`src/rtl/memwb_pipe_reg_if.sv`:
```
// MEM/WB stage bundle: M-stage inputs, hold/bubble controls and W-stage outputs.
// Latency: none, wiring only.
// Backpressure: Stall holds the W stage; Flush overrides it and inserts a bubble.
interface memwb_pipe_reg_if #(
  parameter int DATA_W = 16,
  parameter int REG_AW = 3,
  parameter int SEL_W  = 2,
  parameter int CNT_W  = 16
);
  // M stage side
  logic              Valid_ToW;
  logic              WriteToReg_ToW;
  logic [SEL_W-1:0]  RegWriteDataSel_ToW;
  logic [REG_AW-1:0] WR_ToW;
  logic [DATA_W-1:0] ALUResult_ToW;
  logic [DATA_W-1:0] ReadData_ToW;
  logic [DATA_W-1:0] PCInc_ToW;
  logic              Halt_ToW;
  logic              Stall;
  logic              Flush;
  // W stage side
  logic              Valid_FromM;
  logic              WriteToReg_FromM;
  logic [SEL_W-1:0]  RegWriteDataSel_FromM;
  logic [REG_AW-1:0] WR_FromM;
  logic [DATA_W-1:0] ALUResult_FromM;
  logic [DATA_W-1:0] ReadData_FromM;
  logic [DATA_W-1:0] PCInc_FromM;
  logic              Halt_FromM;
  logic              HistValid;
  logic [REG_AW-1:0] HistWR;
  logic [DATA_W-1:0] HistData;
  logic [CNT_W-1:0]  RetireCount;

  modport master (
    output Valid_ToW, WriteToReg_ToW, RegWriteDataSel_ToW, WR_ToW,
           ALUResult_ToW, ReadData_ToW, PCInc_ToW, Halt_ToW, Stall, Flush,
    input  Valid_FromM, WriteToReg_FromM, RegWriteDataSel_FromM, WR_FromM,
           ALUResult_FromM, ReadData_FromM, PCInc_FromM, Halt_FromM,
           HistValid, HistWR, HistData, RetireCount
  );

  modport slave (
    input  Valid_ToW, WriteToReg_ToW, RegWriteDataSel_ToW, WR_ToW,
           ALUResult_ToW, ReadData_ToW, PCInc_ToW, Halt_ToW, Stall, Flush,
    output Valid_FromM, WriteToReg_FromM, RegWriteDataSel_FromM, WR_FromM,
           ALUResult_FromM, ReadData_FromM, PCInc_FromM, Halt_FromM,
           HistValid, HistWR, HistData, RetireCount
  );
endinterface

```
`src/rtl/memwb_pipe_reg.sv`:
```
// MEM/WB pipeline register with valid, hold/bubble, sticky halt, WB history and retire counter.
// Latency: 1 cycle from M-stage inputs to W-stage outputs; all outputs registered.
// Backpressure: Stall holds all fields (no retire); Flush wins over Stall and loads a bubble.
module memwb_pipe_reg #(
  parameter int DATA_W = 16,
  parameter int REG_AW = 3,
  parameter int SEL_W  = 2,
  parameter int CNT_W  = 16
) (
  input logic                clk,
  input logic                rst,
  memwb_pipe_reg_if.slave    bus
);

  localparam logic [SEL_W-1:0] SelMem = SEL_W'(1);
  localparam logic [SEL_W-1:0] SelPc  = SEL_W'(2);

  logic              retire;
  logic [DATA_W-1:0] wbData;

  // The instruction in W leaves the stage whenever it is not held, or when flushed out.
  assign retire = bus.Valid_FromM & (~bus.Stall | bus.Flush);

  // Write-back value of the instruction currently in W; reserved select falls back to ALU.
  always_comb begin
    wbData = bus.ALUResult_FromM;
    if (bus.RegWriteDataSel_FromM == SelMem) begin
      wbData = bus.ReadData_FromM;
    end else if (bus.RegWriteDataSel_FromM == SelPc) begin
      wbData = bus.PCInc_FromM;
    end
  end

  // Pipeline fields, sticky halt, retire history and counter; reset > flush > stall > load.
  always_ff @(posedge clk) begin
    if (!rst) begin
      bus.Valid_FromM           <= 1'b0;
      bus.WriteToReg_FromM      <= 1'b0;
      bus.RegWriteDataSel_FromM <= '0;
      bus.WR_FromM              <= '0;
      bus.ALUResult_FromM       <= '0;
      bus.ReadData_FromM        <= '0;
      bus.PCInc_FromM           <= '0;
      bus.Halt_FromM            <= 1'b0;
      bus.HistValid             <= 1'b0;
      bus.HistWR                <= '0;
      bus.HistData              <= '0;
      bus.RetireCount           <= '0;
    end else begin
      if (retire) begin
        if (bus.RetireCount != {CNT_W{1'b1}}) begin
          bus.RetireCount <= bus.RetireCount + CNT_W'(1);
        end
        if (bus.WriteToReg_FromM) begin
          bus.HistValid <= 1'b1;
          bus.HistWR    <= bus.WR_FromM;
          bus.HistData  <= wbData;
        end
      end
      if (bus.Flush) begin
        bus.Valid_FromM           <= 1'b0;
        bus.WriteToReg_FromM      <= 1'b0;
        bus.RegWriteDataSel_FromM <= '0;
        bus.WR_FromM              <= '0;
        bus.ALUResult_FromM       <= '0;
        bus.ReadData_FromM        <= '0;
        bus.PCInc_FromM           <= '0;
      end else if (!bus.Stall) begin
        bus.Valid_FromM           <= bus.Valid_ToW;
        bus.WriteToReg_FromM      <= bus.WriteToReg_ToW & bus.Valid_ToW;
        bus.RegWriteDataSel_FromM <= bus.RegWriteDataSel_ToW;
        bus.WR_FromM              <= bus.WR_ToW;
        bus.ALUResult_FromM       <= bus.ALUResult_ToW;
        bus.ReadData_FromM        <= bus.ReadData_ToW;
        bus.PCInc_FromM           <= bus.PCInc_ToW;
        if (bus.Valid_ToW && bus.Halt_ToW) begin
          bus.Halt_FromM <= 1'b1;
        end
      end
    end
  end

endmodule

```
`src/flat_wrapper.sv`:
```
// flat-port wrapper written by rule: the top's interface ports become plain ports
module memwb_pipe_reg_flat 
#(
  parameter int DATA_W = 16,
  parameter int REG_AW = 3,
  parameter int SEL_W  = 2,
  parameter int CNT_W  = 16
)
  (clk, rst, bus_Valid_ToW, bus_WriteToReg_ToW, bus_RegWriteDataSel_ToW, bus_WR_ToW, bus_ALUResult_ToW, bus_ReadData_ToW, bus_PCInc_ToW, bus_Halt_ToW, bus_Stall, bus_Flush, bus_Valid_FromM, bus_WriteToReg_FromM, bus_RegWriteDataSel_FromM, bus_WR_FromM, bus_ALUResult_FromM, bus_ReadData_FromM, bus_PCInc_FromM, bus_Halt_FromM, bus_HistValid, bus_HistWR, bus_HistData, bus_RetireCount);
  memwb_pipe_reg_if #(.DATA_W(DATA_W), .REG_AW(REG_AW), .SEL_W(SEL_W), .CNT_W(CNT_W)) bus_i ();
  input logic clk;
  input logic rst;
  input wire logic [$bits(bus_i.Valid_ToW)-1:0] bus_Valid_ToW;
  input wire logic [$bits(bus_i.WriteToReg_ToW)-1:0] bus_WriteToReg_ToW;
  input wire logic [$bits(bus_i.RegWriteDataSel_ToW)-1:0] bus_RegWriteDataSel_ToW;
  input wire logic [$bits(bus_i.WR_ToW)-1:0] bus_WR_ToW;
  input wire logic [$bits(bus_i.ALUResult_ToW)-1:0] bus_ALUResult_ToW;
  input wire logic [$bits(bus_i.ReadData_ToW)-1:0] bus_ReadData_ToW;
  input wire logic [$bits(bus_i.PCInc_ToW)-1:0] bus_PCInc_ToW;
  input wire logic [$bits(bus_i.Halt_ToW)-1:0] bus_Halt_ToW;
  input wire logic [$bits(bus_i.Stall)-1:0] bus_Stall;
  input wire logic [$bits(bus_i.Flush)-1:0] bus_Flush;
  output wire logic [$bits(bus_i.Valid_FromM)-1:0] bus_Valid_FromM;
  output wire logic [$bits(bus_i.WriteToReg_FromM)-1:0] bus_WriteToReg_FromM;
  output wire logic [$bits(bus_i.RegWriteDataSel_FromM)-1:0] bus_RegWriteDataSel_FromM;
  output wire logic [$bits(bus_i.WR_FromM)-1:0] bus_WR_FromM;
  output wire logic [$bits(bus_i.ALUResult_FromM)-1:0] bus_ALUResult_FromM;
  output wire logic [$bits(bus_i.ReadData_FromM)-1:0] bus_ReadData_FromM;
  output wire logic [$bits(bus_i.PCInc_FromM)-1:0] bus_PCInc_FromM;
  output wire logic [$bits(bus_i.Halt_FromM)-1:0] bus_Halt_FromM;
  output wire logic [$bits(bus_i.HistValid)-1:0] bus_HistValid;
  output wire logic [$bits(bus_i.HistWR)-1:0] bus_HistWR;
  output wire logic [$bits(bus_i.HistData)-1:0] bus_HistData;
  output wire logic [$bits(bus_i.RetireCount)-1:0] bus_RetireCount;
  assign bus_i.Valid_ToW = bus_Valid_ToW;
  assign bus_i.WriteToReg_ToW = bus_WriteToReg_ToW;
  assign bus_i.RegWriteDataSel_ToW = bus_RegWriteDataSel_ToW;
  assign bus_i.WR_ToW = bus_WR_ToW;
  assign bus_i.ALUResult_ToW = bus_ALUResult_ToW;
  assign bus_i.ReadData_ToW = bus_ReadData_ToW;
  assign bus_i.PCInc_ToW = bus_PCInc_ToW;
  assign bus_i.Halt_ToW = bus_Halt_ToW;
  assign bus_i.Stall = bus_Stall;
  assign bus_i.Flush = bus_Flush;
  assign bus_Valid_FromM = bus_i.Valid_FromM;
  assign bus_WriteToReg_FromM = bus_i.WriteToReg_FromM;
  assign bus_RegWriteDataSel_FromM = bus_i.RegWriteDataSel_FromM;
  assign bus_WR_FromM = bus_i.WR_FromM;
  assign bus_ALUResult_FromM = bus_i.ALUResult_FromM;
  assign bus_ReadData_FromM = bus_i.ReadData_FromM;
  assign bus_PCInc_FromM = bus_i.PCInc_FromM;
  assign bus_Halt_FromM = bus_i.Halt_FromM;
  assign bus_HistValid = bus_i.HistValid;
  assign bus_HistWR = bus_i.HistWR;
  assign bus_HistData = bus_i.HistData;
  assign bus_RetireCount = bus_i.RetireCount;
  memwb_pipe_reg #(.DATA_W(DATA_W), .REG_AW(REG_AW), .SEL_W(SEL_W), .CNT_W(CNT_W)) u_core (.clk(clk), .rst(rst), .bus(bus_i));
endmodule
```
`config.mk`:
```
export PLATFORM = sky130hd
export DESIGN_NAME = memwb_pipe_reg_flat
export DESIGN_NICKNAME = d
export VERILOG_FILES = /design/src/rtl/memwb_pipe_reg_if.sv /design/src/rtl/memwb_pipe_reg.sv /design/src/flat_wrapper.sv
export SDC_FILE = /design/constraint.sdc
export NUM_CORES = 1
export LEC_CHECK = 0
export BUFFER_PORTS_ARGS = -buffer_cell sky130_fd_sc_hd__buf_4
export CORE_ASPECT_RATIO = 2
export CORE_MARGIN = 3
export CORE_UTILIZATION = 49
export CTS_CLUSTER_DIAMETER = 40
export DETAILED_ROUTE_END_ITERATION = 6
export MAX_ROUTING_LAYER = met4
export PLACE_DENSITY = 0.89
export SLEW_MARGIN = 25
export SYNTH_ARGS = -nofsm -noshare
export SYNTH_HDL_FRONTEND = slang
export SYNTH_SLANG_ARGS = --single-unit
```
`constraint.sdc`:
```
create_clock -name clk -period 2.2 [get_ports clk]
set_input_delay 0.11 -clock clk [delete_from_list [all_inputs] [get_ports clk]]
set_output_delay 0.11 -clock clk [all_outputs]
set_load 0.05 [all_outputs]
```
==> flow_summary.yaml <==
sta:
  max-slew-margin-rel_pct: 38.19
  whs_ns: 0.006777
  hold_violations: 0
  maxSlewViolCount: 0
  final.min_clock_period_ns: 1.845
  max_freq_ghz: 0.5420
  tns_ns: 0
  rsz0062_at_grt: "false"
  fin_crit_sh_pct: 83.86
  setup_violations: 0
  postLayoutSetupSlackWorst_ns: 0.3550
  finClkSkew_ns: 0.01025
  max_slew.worst_pin.slew_ns: 0.9271
critical_path:
  worstSetupEndpointType: "flop"
  required_ns: 2.41
  crit_fanout: 10
  worstSetupStartpointType: "flop"
  critPathKind: "reg2reg"
  cp.arrival_ns: 2.06
route:
  route.layer.met1.wl_um: 3998
  viasPerCell: 5.509
  wirelength_um: 11240
  top_layer_used: "met4"
  drcViolationCount: 0
  wl_met2_um: 6289
  dr_total_vias: 3691
  wl_per_cell_um: 16.77
  wl_met3_um: 535
  drt_iter0_markers: 134
  dr.pass1.iters: 5
  postRouteAntennaNets: 0
synthesis:
  synth_edf_count: 0
  synth_area_um2: 3968
  synth.largest_area_cell: "dfxtp_1"
  yosys.area_share.simple_pct: 17.63
  synth_top_family_by_area: "multiplexers"
  synth_adder_area_share_pct: 0.3154
  synth_mux_area_share_pct: 23.21
  avgSynthCellArea_um2: 9.248
  synth-seq-area-share_pct: 46.42
  synth-xor-area-share_pct: 0
  syn-num-nets: 490
  yosys_warnings: 0
  yosysTopAreaCellShare_pct: 46.42
  synth_async_sr_flop_share_pct: 0
  synth-compound-area-share_pct: 9.177
  synth_cells: 429
  yosysUniqueCellTypes: 34
  synthFlopType: "dfxtp_1"
  ys_ff_latch: 92
  synth_area_leaders: "dfxtp_1 (46%), mux2i_1 (19%), nor2_1 (6.1%), nand2_1 (4.8%), mux2_2 (4.5%)"
global_routing:
  antenna_found_initial: 0
  grt_pass1_wl_um: 17600
  grt_pass1_vias: 3584
  grt_usage_pct: 24.36
  grt_start_max_net_pins: 58
  grt.overflow.total: 0
power:
  peakVddDrop_v: 0.0005274
  total_power_mw: 3.613
  p_leak_nw: 2.400
  power.density_nw_per_um2: 659.2
layout:
  final_core_util_pct: 71.06
  layout.nets: 632
  area_growth_pct: 38.16
  fillers: 570
  layoutNonFillerInstCount: 670
  drive_gt1_share_pct: 33.85
  final_cell_area_um2: 5482
  diodes: 0
clock_tree:
  ctsResizeCount: 0
  root_buffer: "clkbuf_16"
  h-tree-depth: 3
  path_clk_slew_ns: 0.06
  cts.sinks: 92
  clock_latency_ns: 0.34
  cts_buffers: 9
  post_cts_buffers: 0
  cts_tree: "done"
  cts_buffer_depth: 2
placed_design:
  placed_area_um2: 5162
  pre_cts_slack_ns: 0.3853
  gp_congestion: 0.9003
  port-buffer-count: 151
  dp_cells: 650
  hpwl_um: 8447
run_status:
  status: "completed"
die:
  ios: 152
  coreArea_um2: 7714
  rows: 45
  die-height_um: 133.3
  initial_core_util_pct: 51.44
  die_area_um2: 9279
  dieWidth_um: 69.63
worst_hold_path:
  min_path_type: "in2reg"
run:
  maxCapViolations: 0
[cells in the mapped netlist (all sizes together) (2+ instances only)]
cell	instances
o31ai	4
or3	3
mux2	16
a41oi	2
buf	13
nand4	6
mux2i	74
nand3	5
nand2b	4
clkbuf	18
nor4	2
nor2	64
a21oi	29
nor3	7
and3	2
dfxtp	92
or4	5
o211ai	16
o21ai	5
nand2	51
and2	2
[critical path: stages (launching register included)]
cell	delay, ns
dfxtp_1	0.39
ha_1	0.22
nand4_1	0.13
nor4_2	0.63
nor2_1	0.18
mux2i_1	0.17
[kinds of logic after synthesis]
group / Yosys count
AND/OR/NAND/NOR: 155
flip-flops: 92
buffers and inverters: 32
AO/OA/AOI/OAI: 59
adder cells (fa/ha/maj): 1
multiplexers: 90
[flip-flops by register name, indices dropped and copies added, names as in the netlist]
signal	count
u_core.bus.Valid_FromM	1
u_core.bus.RetireCount	16
u_core.bus.PCInc_FromM	16
u_core.bus.HistValid	1
u_core.bus.ALUResult_FromM	16
u_core.bus.HistData	16
u_core.bus.WriteToReg_FromM	1
u_core.bus.WR_FromM	3
u_core.bus.Halt_FromM	1
u_core.bus.HistWR	3
u_core.bus.ReadData_FromM	16
u_core.bus.RegWriteDataSel_FromM	2
[final cells by class]
class                      instances  area [um2]  share of cell area (%)
clock buffer                      10       239.0                   4.360
clock inverter                     6       40.04                  0.7304
inverter                           1       3.754                 0.06848
multi-input combinational        305        1999                   36.48
sequential                        92        1843                   33.62
tap                               94       117.6                   2.146
timing repair buffer             162        1239                   22.60
[where the power goes]
part | switching [mW] | total [mW] | internal [mW] | leakage, nW
Combinational | 0.254 | 0.446 | 0.193 | 1.51
Clock | 0.634 | 1.43 | 0.794 | 0.138
Sequential | 0.0390 | 1.74 | 1.70 | 0.747
Total | 0.927 | 3.61 | 2.69 | 2.40
[layout by cell type (no fill, tap or decap), types with 5 or more instances in the layout]
cell       instances
nand4_1            5
nor3_1             7
clkbuf_16          9
mux2i_1           74
o211ai_1          16
nand2_1           51
nor2_1            64
buf_4            157
mux2_2            16
or4_1              5
dfxtp_1           91
a21oi_1           29
o21ai_0            5
[metal layers]
metal  track usage [%]  vias up
met5                 -        -
met4             12.15        0
met3             4.230       30
met2             44.63      142
met1             24.35     1723
li1                  -     1796
[path summary, 6_finish.rpt]
path | slack (ns) | start | end | cells after the start
max | 0.36 | u_core.bus.RetireCount[0]$_SDFFE_PN0P_ | u_core.bus.RetireCount[0]$_SDFFE_PN0P_ | 5
min | 0.007 | bus_PCInc_ToW[5] | u_core.bus.PCInc_FromM[5]$_SDFFE_PP0N_ | 3
max reg2reg | 0.36 | u_core.bus.RetireCount[0]$_SDFFE_PN0P_ | u_core.bus.RetireCount[0]$_SDFFE_PN0P_ | 5
min reg2reg | 0.45 | u_core.bus.HistData[0]$_SDFFE_PN0P_ | u_core.bus.HistData[0]$_SDFFE_PN0P_ | 2
[repair_timing]
item,CTS,global route
endpoints found under the setup margin,0,0
hold buffers,4,0
endpoints found under the hold margin,4,0
Power figures use the tool's default switching activity.
